==> src/rtl/neuron_pkg.sv <==
// Shared types and constants for the rate-coded input stage of the synapse.
package neuron_pkg;

   localparam int          DATA_W_DEF         = 8;
   localparam int          SPIKING_WINDOW_DEF = 16;
   localparam logic [15:0] LFSR_TAPS          = 16'hB400;

   typedef logic [DATA_W_DEF-1:0] intensity_t;

   typedef enum logic {
      IDLE,
      ENCODE
   } enc_state_e;

endpackage

==> src/rtl/spike_rate_encoder_lfsr.sv <==
// 16-bit right-shifting Galois LFSR; steps once per cycle with advance high, else holds.
// Latency: new value one cycle after advance; no backpressure (advance is the only control).
module lfsr16_galois
   import neuron_pkg::*;
(
   input  logic        clk,
   input  logic        rst_n,
   input  logic        advance,
   input  logic [15:0] seed,
   output logic [15:0] value
);

   logic [15:0] value_q;
   logic [15:0] value_d;

   always_comb begin
      value_d = value_q;
      if (advance) begin
         value_d = {1'b0, value_q[15:1]} ^ (value_q[0] ? LFSR_TAPS : 16'h0000);
      end
   end

   always_ff @(posedge clk or negedge rst_n) begin
      if (!rst_n) begin
         value_q <= seed;
      end else begin
         value_q <= value_d;
      end
   end

   assign value = value_q;

endmodule

==> src/rtl/spike_rate_encoder.sv <==
// Rate-codes one accepted intensity into SPIKING_WINDOW registered spike slots; accept at E gives slots after E+1..E+N.
// Backpressure: in_ready only in IDLE or on the last slot (abutting windows); enable=0 freezes everything and drops in_ready.
module spike_rate_encoder
   import neuron_pkg::*;
#(
   parameter int          SPIKING_WINDOW = SPIKING_WINDOW_DEF,
   parameter int          DATA_W         = DATA_W_DEF,
   parameter int          STOCHASTIC     = 0,
   parameter logic [15:0] LFSR_SEED      = 16'hACE1
) (
   input  logic              clk,
   input  logic              rst_n,
   input  logic              enable,
   input  logic              in_valid,
   output logic              in_ready,
   input  logic [DATA_W-1:0] in_intensity,
   output logic              pre_spike,
   output logic              window_start,
   output logic              window_done,
   output logic              busy
);

   localparam int               CNT_W     = (SPIKING_WINDOW > 1) ? $clog2(SPIKING_WINDOW) : 1;
   localparam logic [CNT_W-1:0] LAST_SLOT = CNT_W'(SPIKING_WINDOW - 1);
   localparam logic [15:0]      SEED_EFF  = (LFSR_SEED == 16'h0000) ? 16'h0001 : LFSR_SEED;

   enc_state_e        state_q, state_d;
   logic [DATA_W-1:0] acc_q, acc_d;
   logic [DATA_W-1:0] intensity_q, intensity_d;
   logic [CNT_W-1:0]  slot_cnt_q, slot_cnt_d;
   logic              pre_spike_q, pre_spike_d;
   logic              window_start_q, window_start_d;
   logic              window_done_q, window_done_d;

   logic [DATA_W:0]   sum;
   logic [15:0]       lfsr_value;
   logic              last_slot;
   logic              accept;
   logic              det_spike;
   logic              sto_spike;
   logic              slot_spike;
   logic              unused_lfsr_hi;

   lfsr16_galois u_lfsr (
      .clk     (clk),
      .rst_n   (rst_n),
      .advance (enable),
      .seed    (SEED_EFF),
      .value   (lfsr_value)
   );

   assign unused_lfsr_hi = ^lfsr_value[15:DATA_W];

   assign last_slot  = (state_q == ENCODE) && (slot_cnt_q == LAST_SLOT);
   assign in_ready   = enable && ((state_q == IDLE) || last_slot);
   assign accept     = in_valid && in_ready;

   // Carry out of the phase accumulator fires floor(N*I/2^DATA_W) times per window.
   assign sum        = {1'b0, acc_q} + {1'b0, intensity_q};
   assign det_spike  = sum[DATA_W];
   assign sto_spike  = (lfsr_value[DATA_W-1:0] < intensity_q);
   assign slot_spike = (STOCHASTIC != 0) ? sto_spike : det_spike;

   always_comb begin
      state_d        = state_q;
      acc_d          = acc_q;
      intensity_d    = intensity_q;
      slot_cnt_d     = slot_cnt_q;
      pre_spike_d    = 1'b0;
      window_start_d = 1'b0;
      window_done_d  = 1'b0;

      if (enable) begin
         if (state_q == ENCODE) begin
            pre_spike_d    = slot_spike;
            window_start_d = (slot_cnt_q == '0);
            window_done_d  = last_slot;
            acc_d          = sum[DATA_W-1:0];
            if (last_slot) begin
               state_d    = IDLE;
               slot_cnt_d = '0;
            end else begin
               slot_cnt_d = slot_cnt_q + 1'b1;
            end
         end
         // An accept on the last slot overrides the return to IDLE so windows abut.
         if (accept) begin
            state_d     = ENCODE;
            intensity_d = in_intensity;
            acc_d       = '0;
            slot_cnt_d  = '0;
         end
      end
   end

   always_ff @(posedge clk or negedge rst_n) begin
      if (!rst_n) begin
         state_q        <= IDLE;
         acc_q          <= '0;
         intensity_q    <= '0;
         slot_cnt_q     <= '0;
         pre_spike_q    <= 1'b0;
         window_start_q <= 1'b0;
         window_done_q  <= 1'b0;
      end else begin
         state_q        <= state_d;
         acc_q          <= acc_d;
         intensity_q    <= intensity_d;
         slot_cnt_q     <= slot_cnt_d;
         pre_spike_q    <= pre_spike_d;
         window_start_q <= window_start_d;
         window_done_q  <= window_done_d;
      end
   end

   assign pre_spike    = pre_spike_q;
   assign window_start = window_start_q;
   assign window_done  = window_done_q;
   assign busy         = (state_q == ENCODE);

endmodule
==> config.mk <==
export PLATFORM = sky130hd
export DESIGN_NAME = spike_rate_encoder
export DESIGN_NICKNAME = d
export VERILOG_FILES = /design/src/rtl/neuron_pkg.sv /design/src/rtl/spike_rate_encoder_lfsr.sv /design/src/rtl/spike_rate_encoder.sv
export SDC_FILE = /design/constraint.sdc
export NUM_CORES = 1
export LEC_CHECK = 0
export BUFFER_PORTS_ARGS = -buffer_cell sky130_fd_sc_hd__buf_2
export CORE_ASPECT_RATIO = 0.7
export CORE_UTILIZATION = 56
export DETAILED_ROUTE_END_ITERATION = 6
export PLACE_DENSITY = 0.77
export RECOVER_POWER = 100
export SYNTH_ARGS = -nofsm -noshare
export SYNTH_HDL_FRONTEND = slang
export SYNTH_SLANG_ARGS = --single-unit
==> constraint.sdc <==
create_clock -name clk -period 2.3 [get_ports clk]
set_input_delay 0.23 -clock clk [delete_from_list [all_inputs] [get_ports clk]]
set_output_delay 0.23 -clock clk [all_outputs]
set_load 0.02 [all_outputs]
### Yosys cells after proc, flatten, opt, wreduce, memory -nomap -nowiden

Index checks and enable logic that the tools add are counted.

| word-level totals | value |
|---|---|
| logic and storage cells | 33 |
| output and inout port bits | 5 |
| bits in registers | 24 |

| operators by class | value |
|---|---|
| bitwise operators | 1 |
| equal/unequal tests | 1 |
| reduce and logical (&&, ||, !) cells | 8 |
| multiplexer cells | 14 |
| add/sub/neg operators | 2 |

Operators by type and width:

| kind | count |
|---|---|
| two-way mux 8 bit | 2 |
| two-way mux 4 bit | 3 |
| adder 8 x 8 -> 9 bit | 1 |
| two-way mux 1 bit | 9 |
| adder 4 x 1 -> 4 bit, second input constant | 1 |
| == test 4 bit, second input constant | 1 |
| zero test 4 bit | 1 |
| AND reduction 2 bit | 2 |
| logical AND 1 bit | 3 |
| nonzero test 2 bit | 1 |
| logical OR 1 bit | 1 |
| NOT 1 bit | 1 |

### Logic depth before layout (Yosys ltp)

| logic depth | value |
|---|---|
| word-level depth | 7 |
| depth in mapped cells | 6 |
| mapped depth without buffers | 6 |

### Worst setup path before layout

OpenSTA, ideal clock, no wires.

| path | value |
|---|---|
| path kind | register to register |
| start point | register acc_q[0] |
| end point | register acc_q[6] |
| data required time | 2.178 ns |
| setup time | 0.122 ns |
| path slack | 0.454 ns |
| buffers on the path | 0 |
| stages on the path, launching flop included | 7 |
| arrival time | 1.724 ns |
| cell sequence | dfrtp_1 > ha_1 > fa_1 > a211oi_1 > o21ai_0 > a21o_1 > a32o_1 |

| on the way | value |
|---|---|
| longest elaborated chain between the ends | 3 |

Ends and longest elaborated chain:

| what | line | text |
|---|---|---|
| start, declared | spike_rate_encoder.sv:28 | `logic [DATA_W-1:0] acc_q, acc_d;` |
| start signal, assigned | spike_rate_encoder.sv:99 | `acc_q <= '0;` |
| start signal, assigned | spike_rate_encoder.sv:107 | `acc_q <= acc_d;` |
| adder 8 x 8 -> 9 bit | spike_rate_encoder.sv:59 | `assign sum = {1'b0, acc_q} + {1'b0, intensity_q};` |
| two-way mux 8 bit | spike_rate_encoder.sv:74 | `if (state_q == ENCODE) begin` |
| two-way mux 8 bit | spike_rate_encoder.sv:87 | `if (accept) begin` |

Every way passes these cells. The select of a mux whose other input is x is not followed.
A chain may end at the register's enable or synchronous reset.

### Final worst setup path

Same ends and word-level chain as after synthesis.

==> flow_metrics.tcl <==
set metrics [dict create \
    post-route-period-util 0.865 \
    peakVddDrop_mv 0.713 \
    routed-via-count 1001 \
    final_cell_mix "24 x dfrtp_1, 14 x nand2_1, 10 x o21ai_0, 10 x ha_1, 10 x buf_2" \
    setup_viol 0 \
    antenna_found_initial 0 \
    die_y_um 43.0 \
    ys_ff_latch 24 \
    grt_overflow_total 0 \
    power_frac_seq 0.364 \
    clock.fmax_ghz 0.503 \
    place.gp.congestion 0.774 \
    floorplan.initialDensity 0.609 \
    startpoint_type "flip-flop" \
    htree_levels 1 \
    rsz0062_at_grt "no" \
    core_um2 2210 \
    cts_buffer_depth 2 \
    p_clk_frac 0.111 \
    clock_skew_ps 10.5 \
    avgSynthCellArea_um2 11.2 \
    die_w_um 60.6 \
    grt_pass1_wl_mm 4.37 \
    switching_share 0.412 \
    hold_path_class "input port to flip-flop" \
    final_common_cell "dfrtp_1" \
    fin_setup_tns_ps 0 \
    synthesis.area_um2 1350 \
    num-nets-final 163 \
    p_int_mw 1.21 \
    cts_made_buffers 3 \
    antenna_cells 0 \
    cts_sinks 24 \
    synth_cells 120 \
    drc 0 \
    grt_use_met3 0.0671 \
    slew_viol_final 0 \
    power_frac_comb 0.525 \
    ant_nets 0 \
    dp_slack_ps 328 \
    finalHoldViolCount 0 \
    synth_area_leader_cell "dfrtp_1" \
    dp_hpwl_mm 1.94 \
    dr.pass1.iters 5 \
    postCtsSetupBuffers 0 \
    critPathMaxFanout 3 \
    syn-num-nets 143 \
    min_period_ps 1990 \
    synth_seq_area_share 0.447 \
    async_flop_share 1.00 \
    power_density_nw_per_um2 1430 \
    pin_count 17 \
    ys.warnings.count 0 \
    port-buffer-count 16 \
    clk_pin_slew_worst_paths_ps 140 \
    p_sw_uw 850 \
    crit_path_end_kind "flip-flop" \
    wl_mm 2.60 \
    cts_root_buf "clkbuf_4" \
    grtUsageTotal 0.231 \
    critical_path_class "flip-flop to flip-flop" \
    fin_cells 171 \
    cts_tree "yes" \
    drv_cap 0 \
    numPlacedInstances 166 \
    cp.required_ps 2520 \
    critical_path_arrival_ps 2210 \
    setup_slack_ps 310 \
    slew_headroom 0.169 \
    fillers 198 \
    synth_area_leaders "dfrtp_1 45%, ha_1 9.3%, mux2_4 4.5%" \
    wl_per_cell_um 15.2 \
    gr-usage-met1 0.321 \
    leakagePower_nw 0.693 \
    num_rows 14 \
    grt_util_met2 0.352 \
    status "completed" \
    cts_resized 0 \
    syn2layout_area_growth_pct 7.54 \
    grt_pass1_vias 914 \
    drt-vias-per-instance 5.85 \
    synth_top_area_share 0.447 \
    dieArea_um2 2610 \
    top_usage_layer "met2" \
    hold_buffers 1 \
    tightest_slew_ps 1250 \
    synthFlopType "dfrtp_1" \
    grt_start_max_net_pins 25 \
    synth_edf_count 0 \
    ys_types 34 \
    drtIter0Drc 39 \
    layout-drive-gt1-share 0.158 \
    clk_latency_ps 330 \
]
==> metrics by stage <==
step / util / hold WS, ps / total power [mW] / area, um^2
after CTS: 0.675 / 127 / 2.11 / 1490
after floorplan: - / -65.6 / 1.64 / 1350
final: 0.655 / 112 / 2.06 / 1450
after global placement: 0.654 / 234 / 1.80 / 1440
after global routing: 0.655 / 97.2 / 2.23 / 1450
after detailed placement: 0.654 / 238 / 1.88 / 1440
==> cell usage after synthesis (2+ instances only) <==
library cell and number:
dfrtp_1 24, nand2_1 14, ha_1 10, o21ai_0 10, nor2_1 8, a21oi_1 4
inv_1 4, mux2_2 4, mux2_4 4, a211oi_1 3, a21o_1 3, a22o_1 3
nand3_1 3, xnor2_1 3, buf_2 2, o211a_1 2, o41ai_2 2
==> flip-flops by register name (all words and copies together) (netlist names) <==
signal,flops
busy,1
window_start,1
slot_cnt_q,4
acc_q,8
intensity_q,8
window_done,1
pre_spike,1
==> worst paths after layout <==
check,to,slack [ps],cells after the start,startpoint
setup / recovery,acc_q[6],310,6,acc_q[0]
hold / removal,intensity_q[5],110,2,in_intensity[5]
setup reg to reg,acc_q[6],310,6,acc_q[0]
hold reg to reg,acc_q[0],520,2,acc_q[0]
max in group asynchronous,acc_q[3],870,2,rst_n
min in group asynchronous,slot_cnt_q[2],690,2,rst_n
==> cell families after synthesis <==
| logic type | after synthesis | synth area share |
|---|---|---|
| AND/OR/NAND/NOR | 31 | 0.105 |
| AO/OA/AOI/OAI | 34 | 0.195 |
| buffers and inverters | 7 | 0.0335 |
| multiplexers | 9 | 0.0856 |
| XOR/XNOR | 4 | 0.0261 |
| adder cells (fa/ha/maj) | 11 | 0.108 |
| flip-flops | 24 | 0.447 |
==> per-layer routing <==
layer,wire [um],up-vias
met3,130,4
li1,-,476
met4,23,0
met2,1240,34
met1,1210,487
met5,0,-
==> critical path: stages, from the launching register on <==
cell and delay, ps:
dfrtp_1 410, ha_1 250, fa_1 440, a211oi_1 220, o21ai_0 160, a21o_1 180
a32o_1 250
==> final cells by class <==
type	count	area, um^2	share of cell area
well taps	32	40.0	0.0277
multi-input cells	89	668	0.462
clock buffers	4	36.3	0.0251
flip-flops and latches	24	601	0.415
repair buffers	18	86.3	0.0597
inverters	4	15.0	0.0104
==> power groups by stage <==
stage | Combinational, mW | Sequential (mW) | Clock (mW)
after floorplan | 0.901 | 0.734 | 0
after global placement | 1.05 | 0.747 | 0
after detailed placement | 1.12 | 0.762 | 0
after CTS | 1.12 | 0.754 | 0.230
after global routing | 1.20 | 0.779 | 0.249
final | 1.08 | 0.750 | 0.228
No activity file was read; power rests on OpenSTA's default activity.
